**src/rtl/nes_load_pkg.sv**
```systemverilog
// Shared types and helpers for the NES ROM download streamer.
package nes_load_pkg;

  typedef enum logic [2:0] {
    IDLE,
    LOAD,
    EMIT,
    GAP,
    TAIL
  } streamer_state_t;

  localparam int DEFAULT_PACE_CYCLES = 8;
  localparam int DEFAULT_TAIL_CYCLES = 16;

  // File byte order is MSB-first: index 0 selects word[31:24].
  function automatic logic [7:0] byte_sel(input logic [31:0] word, input logic [1:0] idx);
    logic [7:0] b;
    case (idx)
      2'd0:    b = word[31:24];
      2'd1:    b = word[23:16];
      2'd2:    b = word[15:8];
      default: b = word[7:0];
    endcase
    return b;
  endfunction

endpackage

```
**src/rtl/sync_fifo.sv**
```systemverilog
// Single-clock FIFO with registered read data and registered full/empty flags.
module sync_fifo #(
  parameter int WIDTH = 32,
  parameter int DEPTH = 16
) (
  input  logic             clk,
  input  logic             reset,
  input  logic             flush,
  input  logic             push,
  input  logic [WIDTH-1:0] din,
  input  logic             pop,
  output logic [WIDTH-1:0] q,
  output logic             full,
  output logic             empty
);

  localparam int AW = $clog2(DEPTH);
  localparam logic [AW:0] FULL_CNT = (AW+1)'(DEPTH);

  logic [WIDTH-1:0] mem [DEPTH];
  logic [AW-1:0]    wr_ptr, rd_ptr;
  logic [AW:0]      cnt, cnt_nxt;
  logic             push_eff, pop_eff;

  always_comb begin
    pop_eff  = pop && !empty;
    push_eff = push && (!full || pop_eff);
    cnt_nxt  = cnt;
    if (push_eff && !pop_eff)      cnt_nxt = cnt + (AW+1)'(1);
    else if (!push_eff && pop_eff) cnt_nxt = cnt - (AW+1)'(1);
  end

  always_ff @(posedge clk) begin
    if (push_eff) mem[wr_ptr] <= din;
  end

  always_ff @(posedge clk) begin
    if (reset) begin
      q <= '0;
    end else if (pop_eff) begin
      q <= mem[rd_ptr];
    end
  end

  always_ff @(posedge clk) begin
    if (reset || flush) begin
      wr_ptr <= '0;
      rd_ptr <= '0;
      cnt    <= '0;
      full   <= 1'b0;
      empty  <= 1'b1;
    end else begin
      if (push_eff) wr_ptr <= wr_ptr + AW'(1);
      if (pop_eff)  rd_ptr <= rd_ptr + AW'(1);
      cnt   <= cnt_nxt;
      full  <= (cnt_nxt == FULL_CNT);
      empty <= (cnt_nxt == '0);
    end
  end

endmodule

```
**src/rtl/nes_rom_byte_streamer.sv**
```systemverilog
// Serialises 32-bit ROM words into paced ioctl byte writes framed by ioctl_download.
module nes_rom_byte_streamer
  import nes_load_pkg::*;
#(
  parameter int FIFO_DEPTH  = 16,
  parameter int PACE_CYCLES = DEFAULT_PACE_CYCLES,
  parameter int TAIL_CYCLES = DEFAULT_TAIL_CYCLES,
  parameter int ADDR_W      = 25
) (
  input  logic              clk,
  input  logic              reset,
  input  logic              load_start,
  input  logic [31:0]       load_len,
  input  logic              word_valid,
  input  logic [31:0]       word_data,
  output logic              word_ready,
  output logic              ioctl_download,
  output logic              ioctl_wr,
  output logic [7:0]        ioctl_dout,
  output logic [ADDR_W-1:0] ioctl_addr,
  output logic              busy,
  output logic              len_err
);

  localparam int PW = $clog2(PACE_CYCLES) + 1;
  localparam int TW = $clog2(TAIL_CYCLES) + 1;
  localparam logic [PW-1:0] PACE_RELOAD = PW'(PACE_CYCLES - 2);
  localparam logic [TW-1:0] TAIL_RELOAD = TW'(TAIL_CYCLES - 2);

  streamer_state_t state_q, state_d;

  logic [31:0]   remaining, len_q, words_acc;
  logic [1:0]    byte_idx;
  logic [PW-1:0] pace_cnt;
  logic [TW-1:0] tail_cnt;

  logic        fifo_full, fifo_empty, fifo_pop, fifo_push;
  logic [31:0] fifo_q;
  logic        start_acc, accept, overrun;
  logic        idx_clr, idx_inc, pace_load, pace_dec, tail_load, tail_dec;

  assign busy           = (state_q != IDLE);
  assign ioctl_download = busy;
  assign word_ready     = busy && !fifo_full;
  assign start_acc      = load_start && (state_q == IDLE);
  assign accept         = word_valid && word_ready;
  assign overrun        = ({words_acc, 2'b00} >= {2'b00, len_q});
  assign fifo_push      = accept && !overrun;

  sync_fifo #(
    .WIDTH (32),
    .DEPTH (FIFO_DEPTH)
  ) u_fifo (
    .clk   (clk),
    .reset (reset),
    .flush (start_acc),
    .push  (fifo_push),
    .din   (word_data),
    .pop   (fifo_pop),
    .q     (fifo_q),
    .full  (fifo_full),
    .empty (fifo_empty)
  );

  always_ff @(posedge clk) begin
    if (reset) state_q <= IDLE;
    else       state_q <= state_d;
  end

  // GAP leaves for TAIL as soon as the last byte is out; TAIL itself lasts
  // TAIL_CYCLES-1, so download falls exactly TAIL_CYCLES after the last strobe.
  always_comb begin
    state_d   = state_q;
    fifo_pop  = 1'b0;
    idx_clr   = 1'b0;
    idx_inc   = 1'b0;
    pace_load = 1'b0;
    pace_dec  = 1'b0;
    tail_load = 1'b0;
    tail_dec  = 1'b0;
    case (state_q)
      IDLE: if (load_start) state_d = LOAD;
      LOAD: begin
        if (remaining == '0) begin
          state_d   = TAIL;
          tail_load = 1'b1;
        end else if (!fifo_empty) begin
          fifo_pop = 1'b1;
          idx_clr  = 1'b1;
          state_d  = EMIT;
        end
      end
      EMIT: begin
        state_d   = GAP;
        pace_load = 1'b1;
      end
      GAP: begin
        if (remaining == '0) begin
          state_d   = TAIL;
          tail_load = 1'b1;
        end else if (pace_cnt != '0) begin
          pace_dec = 1'b1;
        end else if (byte_idx != 2'd3) begin
          idx_inc = 1'b1;
          state_d = EMIT;
        end else if (!fifo_empty) begin
          fifo_pop = 1'b1;
          idx_clr  = 1'b1;
          state_d  = EMIT;
        end
      end
      TAIL: begin
        if (tail_cnt == '0) state_d = IDLE;
        else                tail_dec = 1'b1;
      end
      default: state_d = IDLE;
    endcase
  end

  always_ff @(posedge clk) begin
    if (reset) begin
      ioctl_wr   <= 1'b0;
      ioctl_dout <= '0;
      ioctl_addr <= '0;
      len_err    <= 1'b0;
      remaining  <= '0;
      len_q      <= '0;
      words_acc  <= '0;
      byte_idx   <= '0;
      pace_cnt   <= '0;
      tail_cnt   <= '0;
    end else begin
      ioctl_wr <= (state_q == EMIT);
      if (state_q == EMIT) begin
        ioctl_dout <= byte_sel(fifo_q, byte_idx);
        remaining  <= remaining - 32'd1;
      end
      if (ioctl_wr) ioctl_addr <= ioctl_addr + ADDR_W'(1);

      if (idx_clr)      byte_idx <= '0;
      else if (idx_inc) byte_idx <= byte_idx + 2'd1;

      if (pace_load)     pace_cnt <= PACE_RELOAD;
      else if (pace_dec) pace_cnt <= pace_cnt - PW'(1);

      if (tail_load)     tail_cnt <= TAIL_RELOAD;
      else if (tail_dec) tail_cnt <= tail_cnt - TW'(1);

      if (fifo_push)          words_acc <= words_acc + 32'd1;
      if (accept && overrun)  len_err   <= 1'b1;

      if (start_acc) begin
        remaining  <= load_len;
        len_q      <= load_len;
        ioctl_addr <= '0;
        len_err    <= 1'b0;
        words_acc  <= '0;
        byte_idx   <= '0;
      end
    end
  end

endmodule

```
**config.mk**
```make
export PLATFORM = sky130hd
export DESIGN_NAME = nes_rom_byte_streamer
export DESIGN_NICKNAME = d
export VERILOG_FILES = /design/src/rtl/nes_load_pkg.sv /design/src/rtl/sync_fifo.sv /design/src/rtl/nes_rom_byte_streamer.sv
export SDC_FILE = /design/constraint.sdc
export NUM_CORES = 1
export LEC_CHECK = 0
export CORE_ASPECT_RATIO = 0.75
export CORE_UTILIZATION = 40
export DETAILED_ROUTE_END_ITERATION = 12
export DONT_BUFFER_PORTS = 1
export PLACE_DENSITY = 0.62
export SYNTH_ARGS = -nofsm -noshare
export SYNTH_HDL_FRONTEND = slang
export SYNTH_SLANG_ARGS = --single-unit
```
**constraint.sdc**
```tcl
create_clock -name clk -period 7.38 [get_ports clk]
set_input_delay 1.845 -clock clk [delete_from_list [all_inputs] [get_ports clk]]
set_output_delay 1.845 -clock clk [all_outputs]
set_load 0.1 [all_outputs]
```
* Yosys cells after proc, flatten, opt, wreduce, memory -nomap -nowiden
Memories as Yosys holds them, arrays and structs flattened. A register that Yosys moved wholly into a read port is not among the register bits.
Cells that the tools add are included.
W data, S select, Z words.
** Storage, ports and cells
- Register bits after elaboration :: 160
- Bits of input ports :: 68
- Bits in latches :: 0
- Memory bits (writable) :: 512
- Logic and storage cells :: 110
- Memory bits (read-only) :: 0
- Output and inout bits :: 38
- Memories kept :: 1
** Memories
- u_fifo.mem :: words 16, width 32, rd ports 1, clocked after memory_dff 1, wr ports 1, RTL line sync_fifo.sv:20 : logic [WIDTH-1:0] mem [DEPTH];
** Operators by class
- $lt $le $gt $ge :: 1
- Shifts and indexed selects :: 0
- Reduce and logical (&&, ||, !) cells :: 32
- Multiply operators :: 0
- Bitwise operators :: 0
- Multiplexer cells :: 37
- Divide/modulo/power cells :: 0
- Add/sub/neg operators :: 10
- Equal/unequal tests :: 11
** Operators with widths (number)
- $mux W32 :: 2
- $ge A34 B32 Y1 :: 1
- $add A32 B1 Y32 const B :: 1
- $logic_not A32 Y1 :: 1
- $sub A32 B1 Y32 const B :: 1
- $mux W3 :: 9
- $add A25 B1 Y25 const B :: 1
- $pmux W8 S3 :: 1
- $mux W1 :: 19
- $pmux W3 S5 :: 1
- $logic_not A5 Y1 :: 2
- $mux W5 :: 2
- $sub A5 B1 Y5 const B :: 2
- $logic_and A1 B1 Y1 :: 9
- $add A4 B1 Y4 const B :: 2
- $mux W4 :: 2
- $reduce_or A2 Y1 :: 4
- $eq A3 B2 Y1 const B :: 2
- $ne A2 B2 Y1 const B :: 3
- $reduce_bool A2 Y1 :: 3
- $add A5 B1 Y5 const B :: 1
- $eq A5 B5 Y1 const B :: 1
- $logic_not A1 Y1 :: 5
- $reduce_bool A4 Y1 :: 1
- other kinds (14) :: 15

* Logic depth before layout (Yosys ltp)
Gate-level depths: netlist of the first run.
- Depth after elaboration :: 13
- Mapped depth :: 13
- Mapped depth without buffers :: 10

* Hierarchy
Synthesis of the first run repeated with hierarchy kept, for this count alone.
** Second synthesis, totals
- Cell total of the unflattened synthesis :: 2096
- Area, all modules :: 29394.4 µm²
** By module, submodules not included
- sync_fifo :: times used 1, area an instance 21670.8 µm², sequential area each 16315.6 µm², cells an instance 1140
- nes_rom_byte_streamer :: times used 1, area an instance 7723.7 µm², sequential area each 2902.8 µm², cells an instance 956

* Worst setup path after synthesis of the first run
OpenSTA, ideal clock, no wires.
- Path kind :: flip-flop to flip-flop
- Start point :: register state_q[0]
- End point :: memory u_fifo.mem[2][0], enable pin
- Setup time :: 0.461 ns
- Path buffers :: 4
- Slack :: 1.135 ns
- Required time :: 6.919 ns
- Stages on the path, launching flop included :: 12
- Data arrival time :: 5.784 ns
- Clock period less this slack :: 6.245 ns
- Path through :: dfxtp_1 clkbuf_1 nor3_1 nor2_1 nand2_1 a2111oi_2 and2_0 buf_2 buf_2 buf_2 nand2_1 nor3_1
** Between the ends
- Word-level cells in the longest chain between the ends :: 7
- Elaborated cells between the ends (all ways) :: 12
- Classes of those cells :: eq/ne (2); mux (3); reduce/logical (7)
** RTL lines
- from (decl) :: RTL line nes_rom_byte_streamer.sv:30 : streamer_state_t state_q, state_d;
- from (signal assigned) :: RTL line nes_rom_byte_streamer.sv:67 : else state_q <= state_d;
- $reduce_bool A3 Y1 :: RTL line nes_rom_byte_streamer.sv:42 : assign busy = (state_q != IDLE);
- $logic_and A1 B1 Y1 :: RTL line nes_rom_byte_streamer.sv:44 : assign word_ready = busy && !fifo_full;
- via word_ready :: RTL line nes_rom_byte_streamer.sv:16 : output logic word_ready,
- $logic_and A1 B1 Y1 :: RTL line nes_rom_byte_streamer.sv:46 : assign accept = word_valid && word_ready;
- $logic_and A1 B1 Y1 :: RTL line nes_rom_byte_streamer.sv:48 : assign fifo_push = accept && !overrun;
- $logic_and A1 B1 Y1 :: RTL line sync_fifo.sv:27 : push_eff = push && (!full || pop_eff);
- $mux W1 :: RTL line sync_fifo.sv:34 : if (push_eff) mem[wr_ptr] <= din;
- $mux W1 (implied by the code) :: RTL line sync_fifo.sv:34
- to (decl) :: RTL line sync_fifo.sv:20
The timed path passes the listed nets, and every way through them passes these cells.

* Worst setup path in the final report of the first run
- Start point :: register state_q[0]
- End point :: memory u_fifo.mem[7][5], enable pin
Same word-level chain as after synthesis.

==> impl_metrics.tcl, run 1 <==
set metrics [dict create \
    grt_max_degree 120 \
    vdd_drop_max_mv 0.145 \
    synth_top_cell_area_share_pct 54.4 \
    synth_warnings 0 \
    core_sq_um 70000 \
    netlist_area_sq_um 28300 \
    path_cells "nor3_1, nor2_2, nand2_1, a2111oi_2, and2_0, buf_4, nand2_1, nor2_4" \
    io-pin-count 106 \
    grt-ovfl-total 0 \
    synthesis.nets 1967 \
    critical_path_class "reg -> reg" \
    start_kind "flop" \
    dr.pass1.iters 8 \
    antenna_found_initial 1 \
    crit_slowest_cell "nor2_4" \
    synth_flop_cell "edfxtp_1" \
    clock-sinks 704 \
    tritoncts "yes" \
    path_max_fanout 32 \
    post_cts_buffers 0 \
    die_x_microns 309 \
    report.final.slew_viol_count 0 \
    holdBufCountCts 0 \
    leakage_nw 9.98 \
    intPower_w 0.00665 \
    hold_path.class "reg -> reg" \
    cp.required_ns 7.59 \
    antenna_left 0 \
    clkTransAtPathRegs_ns 0.06 \
    cts_root_buffer "clkbuf_16" \
    finalClockSkew_ns 0.0309 \
    cp.arrival_ns 4.99 \
    ctsLongestPathBuffers 3 \
    cts_resized 0 \
    fin_crit_sh_pct 64.7 \
    first_global_vias 15247 \
    synth_top_area_cell "edfxtp_1" \
    rsz0062_at_grt "no" \
    endpoint_kind "flop" \
    routed-via-count 15535 \
    yosys-top-cells-count "edfxtp_1, nand2_1, dfxtp_1" \
    numPortBuffers 0 \
    synthArstFlopShare_pct 0 \
    routabilityCongestion 0.799 \
    synth_edf_count 512 \
    yosysMostFrequentCell "edfxtp_1" \
    synth_area_per_cell_sq_um 15.3 \
    totalWireLength_mm 62.8 \
    seqPwrFrac_pct 51.1 \
    dieArea_sq_um 71800 \
    insertedDiodeCount 0 \
    tns_ns 0 \
    nets 1962 \
    via_per_inst 5.45 \
    tightestPinTransition_ns 1.25 \
    clkLatencyLatePin_ns 0.62 \
    synth_seq_cells 704 \
    clkPwrFrac_pct 44.3 \
    grt_pass1_wl_mm 94.8 \
    rows 84 \
    slew_headroom_pct 16.4 \
    synth_area_leaders "edfxtp_1, dfxtp_1, mux4_2" \
    setup_viol 0 \
    synth_cells 1852 \
    fmax_mhz 210 \
    synth_cell_types 63 \
    cp_common_cell "nand2_1" \
    start_util_pct 40.4 \
    pwr-share-comb_pct 4.6 \
    cts_max_level 3 \
    areaGrowthSynthToFinish_pct 12.6 \
    drive_above_1_share_pct 17.2 \
    wl_per_cell_microns 22.0 \
    seq_area_frac_synth_pct 68.0 \
    cts_buffers 71 \
    dp_hpwl_mm 38.8 \
    drc 0 \
    final-hold-violation-count 0 \
    power_switching_w 0.00184 \
    status "complete, no violations" \
    grt_usage_pct 17.7 \
    finalCriticalPeriod_ns 4.77 \
    switching_share_pct 21.7 \
    maxCapViolCount 0 \
    drt_iter0_markers 1348 \
    critPathMaxStageDelay_ns 0.98 \
    power_density_nw_per_um2 267 \
    finalCoreUtilization_pct 45.5 \
    die_y_microns 232 \
]
[power groups by stage]
stage / sequential (W) / clock [W] / combinational (W)
6_report: 0.00434 / 0.00376 / 0.000392
4_1_cts: 0.00434 / 0.00384 / 0.000393
3_5_place_dp: 0.00443 / 0 / 0.000391
3_3_place_gp: 0.00442 / 0 / 0.000382
2_1_floorplan: 0.00441 / 0 / 0.000302
5_1_grt: 0.00435 / 0.00399 / 0.000430
[cell families after synthesis]
family / share of synthesized area [%]
AOI/OAI and AO/OA: 4.39
xor gates and xnor gates: 2.63
adders and majority gates: 2.08
buffers and inverters: 2.02
DFF: 68.0
muxes: 12.9
and+or+nand+nor: 8.02
[cells in the final DEF, fill, tap and decap left out, types with 26 or more instances in the layout]
cell,n
edfxtp_1,512
nand4_1,26
dfxtp_1,188
o21ai_0,34
nor3_1,27
ha_1,47
xnor2_1,31
a21oi_1,131
clkbuf_16,72
inv_1,53
nor2_1,87
nand2_1,234
xor2_1,54
mux4_2,160
[worst paths after layout]
path,start,endpoint,slack (ns),depth (start not counted)
setup / recovery,state_q[0],u_fifo.mem[7][5],2.61,8
hold / removal,u_fifo.q[16],u_fifo.q[16],0.46,2
setup reg to reg,state_q[0],u_fifo.mem[7][5],2.61,8
hold reg to reg,u_fifo.q[16],u_fifo.q[16],0.46,2
[sequential cells by signal (all words and copies together), names as in the netlist]
signal / flops
ioctl_wr: 1
state_q: 3
u_fifo.cnt: 5
u_fifo.mem: 512
u_fifo.empty: 1
remaining: 32
ioctl_dout: 8
u_fifo.wr_ptr: 4
u_fifo.full: 1
pace_cnt: 4
byte_idx: 2
u_fifo.rd_ptr: 4
words_acc: 32
len_q: 32
len_err: 1
u_fifo.q: 32
ioctl_addr: 25
tail_cnt: 5
[metrics by stage]
step	total power [W]	setup WS [ns]	area, sq um	hold WS [ns]	instances
after floorplan	0.00471	1.14	28300	0.436	1852
after global placement	0.00480	2.56	29400	0.439	2720
after detailed placement	0.00482	2.48	29400	0.444	2720
after CTS	0.00858	2.55	31900	0.452	2852
after global routing	0.00876	2.24	31900	0.466	2852
final	0.00849	2.61	31900	0.456	2852
[layer usage]
layer | up-vias | track usage (%) | wire, microns
li1 | 7032 | - | -
met1 | 8019 | 26.1 | 29400
met2 | 406 | 26.1 | 28100
met3 | 78 | 4.48 | 4230
met4 | 0 | 4.36 | 1050
met5 | - | 0 | 0
[area by class of cell]
type | instances | area [sq um]
Timing Repair Buffer | 16 | 133
Clock inverter | 39 | 536
Tap cell | 946 | 1180
Sequential cell | 704 | 19200
Fill cell | 6053 | 38100
Inverter | 54 | 203
Multi-Input combinational cell | 1000 | 8620
Clock buffer | 93 | 1950
[critical path: cells and delay by family, from the launching register on]
family                 cells  cell delay (ns)
AO/OA/AOI/OAI              1             0.65
flip-flops                 1             0.46
buffers and inverters      1             0.28
AND/OR/NAND/NOR            6             2.91
No activity file was read; power rests on OpenSTA's default activity.
==> inputs of run 2 (changes only) <==
clock period = 4.52 ns   (was 7.38 ns; I/O delays follow)
==> run 2 against run 1 <==
  * Clock skew shrank 0.011 ns
  * First-iteration DRC count is 19% higher
  * Non-clock buffer count increased by 32
  * Via count grew 1.7%
  * Final cell count is 0.77% higher
  * Core utilization up 0.21 points
  * Clock power rose by 51%
  * Hold slack worse by 0.0053 ns
  * Sequential power is 63% higher
  * Design area up 0.47%
  * Critical endpoint is now u_fifo.mem[11][2]
  * Clock-buffer cell count is 5 lower
==> impl_metrics.tcl, run 2 (synthesis results as in run 1) <==
set metrics [dict create \
    holdBufCountCts 0 \
    via_per_inst 5.50 \
    antenna_found_initial 1 \
    path_buf_inv 1 \
    wl_per_cell_microns 22.8 \
    met1_usage_pct 27.6 \
    cp_common_cell "nand2_1" \
    areaGrowthSynthToFinish_pct 13.2 \
    top_register "u_fifo.mem" \
    die_y_microns 232 \
    tritoncts "yes" \
    reg2reg_to "u_fifo.mem[11][2]" \
    finalCoreUtilization_pct 45.7 \
    grt-busiest-layer "met1" \
    cts_resized 0 \
    clkTransAtPathRegs_ns 0.06 \
    final_common_cell "edfxtp_1" \
    drt_iter0_markers 1600 \
    slew_headroom_pct 25.7 \
    drc 0 \
    antenna_left 0 \
    totalWireLength_mm 65.6 \
    globalRouteMet3Util_pct 4.68 \
    startpoint "words_acc[13]" \
    multiInputGateArea_sq_um 8640 \
    endpoint_kind "flop" \
    hold_path.class "reg -> reg" \
    report.final.slew_viol_count 0 \
    finalCriticalPeriod_ns 3.77 \
    cts_max_level 3 \
    vdd_drop_max_mv 0.248 \
    cp.required_ns 4.84 \
    cts_buffers 70 \
    maxCapViolCount 0 \
    crit_slowest_cell "o41ai_4" \
    tightestPinTransition_ns 1.11 \
    start_util_pct 40.4 \
    path_cells "ha_1, a21o_1, a31oi_1, nand2_1, o41ai_4, and2_0, nand2_1, nor2_4, buf_12" \
    path_max_fanout 20 \
    grt_pass1_wl_mm 97.8 \
    clock-sinks 704 \
    routed-via-count 15800 \
    gr-usage-met2_pct 26.7 \
    start_kind "flop" \
    ff2ff_path_depth 9 \
    insertedDiodeCount 0 \
    cp.arrival_ns 4.09 \
    fin_crit_sh_pct 83.5 \
    power_density_nw_per_um2 419 \
    first_global_vias 15502 \
    routabilityCongestion 0.821 \
    rsz0062_at_grt "no" \
    critPathCapture "u_fifo.mem[11][2]" \
    largest_reg_flops 512 \
    grt_usage_pct 18.4 \
    setup_viol 0 \
    grt_max_degree 120 \
    reg2reg_slack_ns 0.75 \
    grt-ovfl-total 0 \
    post_cts_buffers 0 \
    dieArea_sq_um 71800 \
    min_from "len_q[30]" \
    drive_above_1_share_pct 17.9 \
    dp_hpwl_mm 42.5 \
    status "complete, no violations" \
    sequential_cell_area_sq_um 19200 \
    dr.pass1.iters 5 \
    critPathMaxStageDelay_ns 0.55 \
    cp_top_family "simple AND/OR/NAND/NOR gates" \
    finalClockSkew_ns 0.0196 \
    cp.depth 9 \
    die_x_microns 309 \
    critical_path_class "reg -> reg" \
    rows 84 \
    r2r-start "words_acc[13]" \
    fill_cells 6032 \
    fmax_mhz 265 \
    leakage_nw 10.0 \
    ctsLongestPathBuffers 3 \
    numPortBuffers 0 \
    cts_root_buffer "clkbuf_16" \
    clkLatencyLatePin_ns 0.62 \
    whs_ns 0.451 \
    io-pin-count 106 \
    final_cell_mix "edfxtp_1, nand2_1, dfxtp_1, mux4_2, a21oi_1" \
    final-hold-violation-count 0 \
    core_sq_um 70000 \
    nets 1993 \
]
## run 2: cell count changes in the layout (fill, tap and decap cells not counted), sizes merged
cell	before	now
bufinv	9	6
inv	57	61
clkbuf	93	88
clkinv	22	19
clkinvlp	5	2
buf	16	48
## run 2: through the flow
| stage | cell area (sq um) | total power [W] | worst slack, ns | cells | setup TNS, ns |
|---|---|---|---|---|---|
| 6_report | 32000 | 0.0134 | 0.746 | 2874 | 0 |
| 5_1_grt | 32000 | 0.0138 | 0.511 | 2874 | 0 |
| 4_1_cts | 32000 | 0.0135 | 0.732 | 2874 | 0 |
| 3_5_place_dp | 29800 | 0.00787 | 0.741 | 2752 | 0 |
| 3_3_place_gp | 29800 | 0.00785 | 0.759 | 2752 | 0 |
| 2_1_floorplan | 28300 | 0.00770 | -0.137 | 1852 | -13.27 |
## run 2: how the worst min path moves through the flow
stage / end / cells after the start / slack, ns
2_1_floorplan: u_fifo.q[13] / 2 / 0.44
3_3_place_gp: u_fifo.q[20] / 2 / 0.44
3_5_place_dp: u_fifo.q[5] / 2 / 0.44
4_1_cts: len_q[30] / 2 / 0.45
5_1_grt: len_q[5] / 2 / 0.47
6_report: len_q[30] / 2 / 0.45
## run 2: where the power goes
| part | internal, W | switching, W |
|---|---|---|
| Clock | 0.00323 | 0.00246 |
| Combinational | 0.000240 | 0.000404 |
| Sequential | 0.00702 | 0.0000703 |
## run 2: cell type report
| class | instances | share of cell area [%] |
|---|---|---|
| clock buffer | 88 | 5.69 |
| clock inverter | 34 | 1.17 |
| inverter | 54 | 0.633 |
| multi-input combinational | 1000 | 27.0 |
| sequential | 704 | 60.1 |
| tap | 946 | 3.70 |
| timing repair buffer | 48 | 1.71 |
## run 2: tightest hold or removal path, cell delays in order (launching register included)
cell and delay [ns]:
dfxtp_1 0.31, nand2_1 0.05, a21oi_1 0.05
## run 2: routing by layer
metal / wire, microns / vias up
met5: 0 / -
met4: 1160 / 0
met3: 5170 / 77
met2: 29000 / 543
met1: 30200 / 8096
li1: - / 7084
==> inputs of run 3 (changes only) <==
clock period = 3.9 ns   (was 4.52 ns; I/O delays follow)
==> run 3 against run 2 <==
  * Sequential share of layout area shrank 0.44 points
  * Design area grew 0.74%
  * Highest routed layer unchanged
  * Core utilization grew 0.34 points
  * Setup slack lost 0.58 ns
  * Clock-buffer cell count grew 3
  * Clock power grew 21%
  * Wire length grew 0.19%
==> impl_metrics.tcl, run 3 (synthesis results as in run 1) <==
set metrics [dict create \
    fmax_mhz 268 \
    die_x_microns 309 \
    die_y_microns 232 \
    nets 2012 \
    grt_max_degree 120 \
    dp_slack_ns 0.225 \
    first_global_vias 15636 \
    crit_slowest_cell "a2111oi_4" \
    cp_top_family "compound AO/OA/AOI/OAI gates" \
    grt_pass1_wl_mm 98.6 \
    endpoint_kind "flop" \
    grt-ovfl-total 0 \
    path_max_fanout 26 \
    cp.required_ns 4.16 \
    antenna_left 0 \
    power_density_nw_per_um2 492 \
    tns_ns 0 \
    final-hold-violation-count 0 \
    maxCapViolCount 0 \
    slew_headroom_pct 24.8 \
    final_cell_mix "edfxtp_1, nand2_1, dfxtp_1, mux4_2, a21oi_1" \
    grt_usage_pct 18.6 \
    drive_above_1_share_pct 19.0 \
    via_per_inst 5.51 \
    cp.arrival_ns 4.00 \
    finalWorstSetupSlack_ns 0.164 \
    holdBufCountCts 0 \
    final_common_cell "edfxtp_1" \
    cts_root_buffer "clkbuf_16" \
    areaGrowthSynthToFinish_pct 14.0 \
    rsz0062_at_grt "no" \
    path_cells "inv_1, ha_1, a21oi_1, o21a_1, o221ai_1, a2111oi_4, and2_0, nand2_1, nor3_4, buf_4" \
    routabilityCongestion 0.835 \
    fin_crit_sh_pct 95.8 \
    wl_per_cell_microns 22.6 \
    finalClockSkew_ns 0.0251 \
    critPathMaxStageDelay_ns 0.60 \
    whs_ns 0.428 \
    report.final.slew_viol_count 0 \
    rows 84 \
    clkLatencyLatePin_ns 0.62 \
    dr.pass1.iters 6 \
    final_cell_area_sq_um 32200 \
    routed-via-count 15995 \
    start_kind "flop" \
    drt_iter0_markers 1500 \
    cts_buffers 72 \
    setup_viol 0 \
    place_area_sq_um 29900 \
    vdd_drop_max_mv 0.292 \
    path_buf_inv 2 \
    totalWireLength_mm 65.7 \
    post_cts_buffers 0 \
    leakage_nw 10.2 \
    top_register "u_fifo.mem" \
    dp_hpwl_mm 42.2 \
    critical_path_class "reg -> reg" \
    cts_max_level 3 \
    clock-sinks 704 \
    largest_reg_flops 512 \
    ctsLongestPathBuffers 3 \
    status "complete, no violations" \
    numPortBuffers 0 \
    finalCoreUtilization_pct 46.1 \
    cts_resized 0 \
    dieArea_sq_um 71800 \
    drc 0 \
    io-pin-count 106 \
    hold_path.class "in -> reg" \
    tritoncts "yes" \
    clkTransAtPathRegs_ns 0.06 \
    finalCriticalPeriod_ns 3.74 \
    start_util_pct 40.4 \
    tightestPinTransition_ns 1.13 \
    antenna_found_initial 2 \
    insertedDiodeCount 0 \
    core_sq_um 70000 \
]
## run 3: changes by cell type in the layout (fill, tap and decap cells not counted), sizes merged
cell,delta
inv,-2
clkbuf,+3
clkinvlp,+2
bufinv,+1
clkinv,+7
buf,+17
## run 3: power breakdown
group	switching, W	internal, W	total [W]
registers	0.0000773	0.00813	0.00821
logic	0.000470	0.000284	0.000755
clock network	0.00289	0.00400	0.00689
total	0.00344	0.0124	0.0159
## run 3: path summary, 6_finish.rpt
check	cells past startpoint	slack, ns	end	start
setup / recovery	10	0.16	u_fifo.mem[3][3]	len_q[21]
hold / removal	1	0.43	remaining[16]	reset
setup reg to reg	10	0.16	u_fifo.mem[3][3]	len_q[21]
hold reg to reg	2	0.45	len_q[3]	len_q[3]
## run 3: worst register-to-register path: stages (launching register included)
cell	delay (ns)
dfxtp_1	0.34
inv_1	0.05
ha_1	0.32
a21oi_1	0.17
o21a_1	0.15
o221ai_1	0.27
a2111oi_4	0.60
and2_0	0.44
nand2_1	0.37
nor3_4	0.25
buf_4	0.41
## run 3: area by class of cell
class,instances,area (sq um)
Clock buffer,91,1920
Timing Repair Buffer,65,601
Multi-Input combinational cell,1000,8670
Clock inverter,42,434
Sequential cell,704,19200
Fill cell,6045,37800
Inverter,54,203
Tap cell,946,1180
## run 3: through the flow
step                      power, W  std cells
final                       0.0159       2902
after global routing        0.0164       2902
after CTS                   0.0160       2902
after detailed placement   0.00912       2769
after global placement     0.00910       2769
after floorplan            0.00893       1852
## run 3: routing by layer
layer  routed length [microns]  vias up  global-route usage [%]
li1                          -     7140                       -
met1                     30000     8239                    27.6
met2                     28800      533                    26.5
met3                      5770       83                    5.44
met4                      1140        0                    4.61
met5                         0        -                       0
